===== config.mk =====
export PLATFORM = sky130hd
export DESIGN_NAME = fetch_stage
export DESIGN_NICKNAME = d
export VERILOG_FILES = /design/src/rtl/fetch_stage.sv
export SDC_FILE = /design/constraint.sdc
export NUM_CORES = 1
export LEC_CHECK = 0
export CORE_ASPECT_RATIO = 1.2
export CORE_MARGIN = 4
export CORE_UTILIZATION = 50
export DETAILED_ROUTE_END_ITERATION = 12
export PLACE_DENSITY_LB_ADDON = 0.2
export RECOVER_POWER = 50
export SLEW_MARGIN = 10
export SYNTH_ARGS = -nofsm -noshare
export SYNTH_HDL_FRONTEND = slang
export SYNTH_SLANG_ARGS = --single-unit

===== constraint.sdc =====
create_clock -name REG_CLOCK -period 4.3 [get_ports REG_CLOCK]
set_input_delay 0.43 -clock REG_CLOCK [delete_from_list [all_inputs] [get_ports REG_CLOCK]]
set_output_delay 0.43 -clock REG_CLOCK [all_outputs]
set_load 0.05 [all_outputs]

===== src/rtl/fetch_stage.sv =====
// fetch_stage: OTTER instruction-fetch stage. Owns the PC, talks to instruction
// memory over a REQ/ACK handshake and loads the IF/ID fetch register.
// Optional build macro FETCH_PERF_CNT_EN adds saturating stall/squash counters.
module fetch_stage #(
    parameter logic [31:0] RESET_PC  = 32'h0000_0000,
    parameter logic [31:0] NOP_INSTR = 32'h0000_0013
) (
    input  logic        REG_CLOCK,
    input  logic        REG_RESET_N,
    input  logic        PC_WRITE,
    input  logic        IF_ID_WRITE,
    input  logic        IF_ID_FLUSH,
    input  logic [1:0]  PC_SOURCE,
    input  logic [31:0] JALR_TARGET,
    input  logic [31:0] BRANCH_TARGET,
    input  logic [31:0] JAL_TARGET,
    output logic        IMEM_REQ,
    output logic [31:0] IMEM_ADDR,
    input  logic        IMEM_ACK,
    input  logic [31:0] IMEM_DATA,
    output logic [31:0] FR_MEM,
    output logic [31:0] FR_PC,
    output logic [31:0] FR_PC_4,
`ifdef FETCH_PERF_CNT_EN
    output logic [31:0] PERF_STALL_CNT,
    output logic [31:0] PERF_SQUASH_CNT,
`endif
    output logic        FR_VALID
);

    typedef enum logic [1:0] {StIdle, StWait, StDrop, StHold} state_e;

    state_e      state_q, state_d;
    logic [31:0] pc_q, pc_d;
    logic [31:0] pend_q, pend_d;
    logic [31:0] hold_data_q, hold_data_d;
    logic [31:0] hold_pc_q, hold_pc_d;
    logic        redirect, advance, load;
    logic [31:0] target, load_data, load_pc;

    assign redirect = (PC_SOURCE != 2'd0);
    assign advance  = PC_WRITE & IF_ID_WRITE;

    // Redirect target select; the PC+4 arm is never used as a redirect
    always_comb begin
        case (PC_SOURCE)
            2'd1:    target = JALR_TARGET;
            2'd2:    target = BRANCH_TARGET;
            2'd3:    target = JAL_TARGET;
            default: target = pc_q + 32'd4;
        endcase
    end

    // FSM state register
    always_ff @(posedge REG_CLOCK or negedge REG_RESET_N) begin
        if (!REG_RESET_N) state_q <= StIdle;
        else              state_q <= state_d;
    end

    // FSM next-state logic
    always_comb begin
        state_d = state_q;
        case (state_q)
            StIdle: state_d = StWait;
            StWait: begin
                if (redirect)      state_d = IMEM_ACK ? StWait : StDrop;
                else if (IMEM_ACK) state_d = advance ? StWait : StHold;
            end
            StDrop: if (IMEM_ACK) state_d = StWait;
            StHold: if (redirect || advance) state_d = StWait;
            default: state_d = StIdle;
        endcase
    end

    // FSM outputs: request is held for the whole WAIT/DROP window at the current PC
    always_comb begin
        IMEM_REQ  = (state_q == StWait) || (state_q == StDrop);
        IMEM_ADDR = pc_q;
    end

    // Datapath next-state: PC, pending redirect, hold buffer and fetch-register load
    always_comb begin
        pc_d        = pc_q;
        pend_d      = pend_q;
        hold_data_d = hold_data_q;
        hold_pc_d   = hold_pc_q;
        load        = 1'b0;
        load_data   = IMEM_DATA;
        load_pc     = pc_q;
        case (state_q)
            StWait: begin
                if (redirect) begin
                    // Coincident ACK data is discarded; otherwise wait out the old request
                    if (IMEM_ACK) pc_d   = target;
                    else          pend_d = target;
                end else if (IMEM_ACK) begin
                    if (advance) begin
                        load = 1'b1;
                        pc_d = pc_q + 32'd4;
                    end else begin
                        hold_data_d = IMEM_DATA;
                        hold_pc_d   = pc_q;
                    end
                end
            end
            StDrop: begin
                if (IMEM_ACK) begin
                    pc_d   = redirect ? target : pend_q;
                    pend_d = 32'd0;
                end else if (redirect) begin
                    pend_d = target;
                end
            end
            StHold: begin
                if (redirect) begin
                    pc_d = target;
                end else if (advance) begin
                    load      = 1'b1;
                    load_data = hold_data_q;
                    load_pc   = hold_pc_q;
                    pc_d      = pc_q + 32'd4;
                end
            end
            default: ;
        endcase
    end

    // Datapath registers
    always_ff @(posedge REG_CLOCK or negedge REG_RESET_N) begin
        if (!REG_RESET_N) begin
            pc_q        <= RESET_PC;
            pend_q      <= 32'd0;
            hold_data_q <= 32'd0;
            hold_pc_q   <= 32'd0;
        end else begin
            pc_q        <= pc_d;
            pend_q      <= pend_d;
            hold_data_q <= hold_data_d;
            hold_pc_q   <= hold_pc_d;
        end
    end

    // IF/ID fetch register: flush beats write-disable beats load
    always_ff @(posedge REG_CLOCK or negedge REG_RESET_N) begin
        if (!REG_RESET_N) begin
            FR_MEM   <= NOP_INSTR;
            FR_PC    <= 32'd0;
            FR_PC_4  <= 32'd0;
            FR_VALID <= 1'b0;
        end else if (IF_ID_FLUSH) begin
            FR_MEM   <= NOP_INSTR;
            FR_VALID <= 1'b0;
        end else if (IF_ID_WRITE && load) begin
            FR_MEM   <= load_data;
            FR_PC    <= load_pc;
            FR_PC_4  <= load_pc + 32'd4;
            FR_VALID <= 1'b1;
        end
    end

`ifdef FETCH_PERF_CNT_EN
    logic stall_inc, squash_inc;
    assign stall_inc  = (state_q == StHold) || ((state_q == StWait) && !IMEM_ACK);
    assign squash_inc = IMEM_ACK && ((state_q == StDrop) || ((state_q == StWait) && redirect));

    // Saturating performance counters
    always_ff @(posedge REG_CLOCK or negedge REG_RESET_N) begin
        if (!REG_RESET_N) begin
            PERF_STALL_CNT  <= 32'd0;
            PERF_SQUASH_CNT <= 32'd0;
        end else begin
            if (stall_inc && (PERF_STALL_CNT != 32'hFFFF_FFFF))
                PERF_STALL_CNT <= PERF_STALL_CNT + 32'd1;
            if (squash_inc && (PERF_SQUASH_CNT != 32'hFFFF_FFFF))
                PERF_SQUASH_CNT <= PERF_SQUASH_CNT + 32'd1;
        end
    end
`endif

endmodule


==> impl_metrics.csv <==
group,metric,value,unit
final_layout,nets,1685,
drt,drtPass1Iterations,5,
clocking,cts_made_buffers,23,
worst_setup_path,r2r_end,"FR_PC_4[31]",
final_layout,diodes,0,
global_routing,grt_pass1_vias,10800,
clocking,cts_htree_levels,1,
worst_setup_path,path_max_fanout,45,
worst_setup_path,critPathSlowestCell,"clkbuf_2",
worst_setup_path,r2r-start,"IMEM_ADDR[12]",
clocking,clk_pin_slew,0.06,ns
global_routing,overflow,0,
synth,synth_ff_type,"dfrtp_1",
sta,rsz0062_at_grt,"no",
global_routing,grt_max_degree,95,
worst_setup_path,cpLargestDelayFamily,"buffers and inverters",
sta,finalCritPeriodShare,0.750,
worst_setup_path,slowest_delay,1.12,ns
drt,drc,0,
synth,synth_area,0.0125,mm^2
synth,syn_avg_cell_area,9.25,um^2
final_layout,fin_area,0.0160,mm^2
placement,place_area,0.0153,mm^2
sta,drv_slew,94,
outcome,violations,"capacitance limit, slew limit",
worst_setup_path,start_kind,"input pin",
run,drv_cap,1,
clocking,cts-root-buf,"clkbuf_16",
sta,min_period,3.23,ns
sta,skew,0.0141,ns
sta,fmax,0.310,GHz
sta,holdWs,0.474,ns
worst_hold_path,hold_path.class,"flop to flop",
placement,dp_slack,1.04,ns
worst_setup_path,rr_worst_depth,6,
worst_hold_path,hold_path_depth,2,
synth,async_reset_ff_frac,1.00,
outcome,outcome,"finished with violations",
synth,synth-seq-cells,225,
global_routing,grt_pass1_wl,58800,um
pwr,p_leak,6.73,nW
worst_setup_path,cp_num_buf_inv,3,
synth,synth_nets,1488,
floorplan,ioPinCount,266,
worst_setup_path,path_class,"input pin to flop",
floorplan,dieHeight,181,um
synth,synth_top_area_frac,0.446,
synth,synth_edf_count,0,
worst_hold_path,worstHoldEndpoint,"FR_PC[28]",
final_layout,instances_no_fill,1887,
synth,ys_seq_area_frac,0.452,
drt,vias,11100,
sta,tightest_slew,2.35,ns
pwr,p_total,11.3,mW
synth,yosysUniqueCellTypes,63,
sta,hold_viol,0,
global_routing,antenna_found_initial,0,
floorplan,die_w,152,um
placement,hpwl,26000,um
placement,place.gp.congestion,0.923,
worst_setup_path,worstSetupEndpointType,"flop",
sta,tns,0,ns
clocking,insertion_delay,0.51,ns
synth,synthCells,1348,
floorplan,core_region_area,0.0247,mm^2
pwr,irDropWorstVdd,0.310,mV
worst_setup_path,rrSetupSlack,1.29,ns
final_layout,drive_gt1_frac,0.109,
drt,viasPerCell,5.88,
global_routing,grt_use_total,0.258,
sta,layout_setup_ws,1.07,ns
worst_hold_path,min-delay-start,"FR_PC[28]",
drt,wl_per_cell,19.5,um
clocking,cts_buffer_depth,3,
worst_setup_path,required,4.68,ns
final_layout,area_delta_synth_final,28.2,%
pwr,pwr_density_cell,704,mW/mm^2
sta,final-setup-viol-count,0,
floorplan,fp-row-count,63,
floorplan,start_util,0.505,
sta,relSlewSlack,-0.570,
drt,wl,36800,um
drt,drtIter0Drc,833,
final_layout,final_core_util,0.648,
clocking,cts_tree,"done",
clocking,post_cts_resized,0,
synth,ys_warn_count,0,
worst_setup_path,cp.arrival,3.60,ns
clocking,clock-sinks,225,
drt,postRouteAntennaNets,0,
placement,place_inst,1844,
synth,synth.area.top_cells,"dfrtp_1 (45%), mux2_2 (7.4%), nand2_1 (6.1%)",
placement,portBuffers,265,
worst_setup_path,crit_chain,"clkbuf_1 -> clkbuf_2 -> inv_2 -> o311ai_0 -> a31oi_1 -> a21oi_1 -> o21ai_0",
synth,synth_top_cell_by_area,"dfrtp_1",
floorplan,die-area,0.0275,mm^2
==> layer usage <==
| metal | vias up | track usage | part of all wire |
|---|---|---|---|
| li1 | 5228 | - | - |
| met1 | 5345 | 0.360 | 0.43 |
| met2 | 467 | 0.427 | 0.48 |
| met3 | 50 | 0.0434 | 0.073 |
| met4 | 0 | 0.0615 | 0.017 |
| met5 | - | 0 | 0 |
==> timing repair <==
action,CTS,global route
buffers inserted,0,0
endpoints found under the hold margin,90,0
hold buffers,1,0
==> final cells by class <==
cell class	instances	area, um^2
fillers	2086	8690
multi-input cells	991	6300
flip-flops and latches	225	5630
repair buffers	289	2850
clock buffers	36	674
well taps	325	407
clock inverters	6	61.3
inverters	15	56.3
==> state kept, by name, summed over array words and instances, names as in the netlist <==
signal / flops
FR_MEM: 32
FR_PC: 32
FR_PC_4: 30
FR_VALID: 1
IMEM_ADDR: 32
hold_data_q: 32
hold_pc_q: 32
pend_q: 32
state_q: 2
==> cells in the final DEF, fill, tap and decap left out, drive strengths merged, types with 12 or more instances in the layout <==
cell type	synthesis	final
nand4	21	21
a21oi	112	112
inv	15	16
mux2	82	82
dlygate4sd3	0	64
o21ai	95	95
a31oi	25	25
buf	56	23
dfrtp	222	222
mux2i	58	58
xnor2	29	29
nand3	33	33
clkbuf	61	39
nor2	128	128
clkdlybuf4s50	0	199
nor3	14	14
nand2	203	203
and3	12	12
a311oi	29	29
xor2	18	18
==> how the worst max path moves through the flow <==
stage / startpoint / end / depth (start not counted) / slack, ns
after CTS: IMEM_ADDR[12] / FR_PC_4[31] / 6 / 1.38
after global routing: PC_SOURCE[0] / pend_q[17] / 7 / 0.76
after detailed placement: IF_ID_WRITE / FR_PC_4[13] / 7 / 1.04
after global placement: IF_ID_WRITE / FR_PC_4[13] / 7 / 1.03
final: PC_SOURCE[0] / pend_q[17] / 7 / 1.07
after floorplan: IMEM_ADDR[12] / FR_PC_4[31] / 8 / 1.89
==> tightest hold or removal path, stage by stage (launching register included) <==
cell and delay [ns]:
dfrtp_1 0.34, nand2_1 0.04, o21ai_0 0.06
==> Yosys cell counts, types with 11 or more instances <==
master / n
and3_1: 12
a21oi_1: 112
dfrtp_1: 222
nor2_1: 128
nand3_1: 33
buf_2: 38
mux2i_1: 58
a31oi_1: 25
xnor2_1: 29
mux2_2: 82
nor3_1: 14
inv_1: 14
nand2_1: 203
nand4_1: 20
xor2_1: 18
a311oi_1: 29
clkbuf_1: 61
o21ai_0: 91
buf_1: 11
==> cell families after synthesis <==
kind of cell	count (synthesis)	share of synthesized area
muxes	148	0.135
DFF	225	0.452
AOI/OAI and AO/OA	344	0.172
xor gates and xnor gates	47	0.0330
buffers and inverters	132	0.0460
adders and majority gates	4	0.00402
and+or+nand+nor	448	0.158
==> power breakdown <==
part           switching [mW]  total [mW]  internal [mW]  leakage (nW)
sequential              0.964        3.96           3.00          2.77
combinational            3.41        5.32           1.91          3.59
clock                   0.838        1.98           1.14         0.359
No activity file was read; power rests on OpenSTA's default activity.
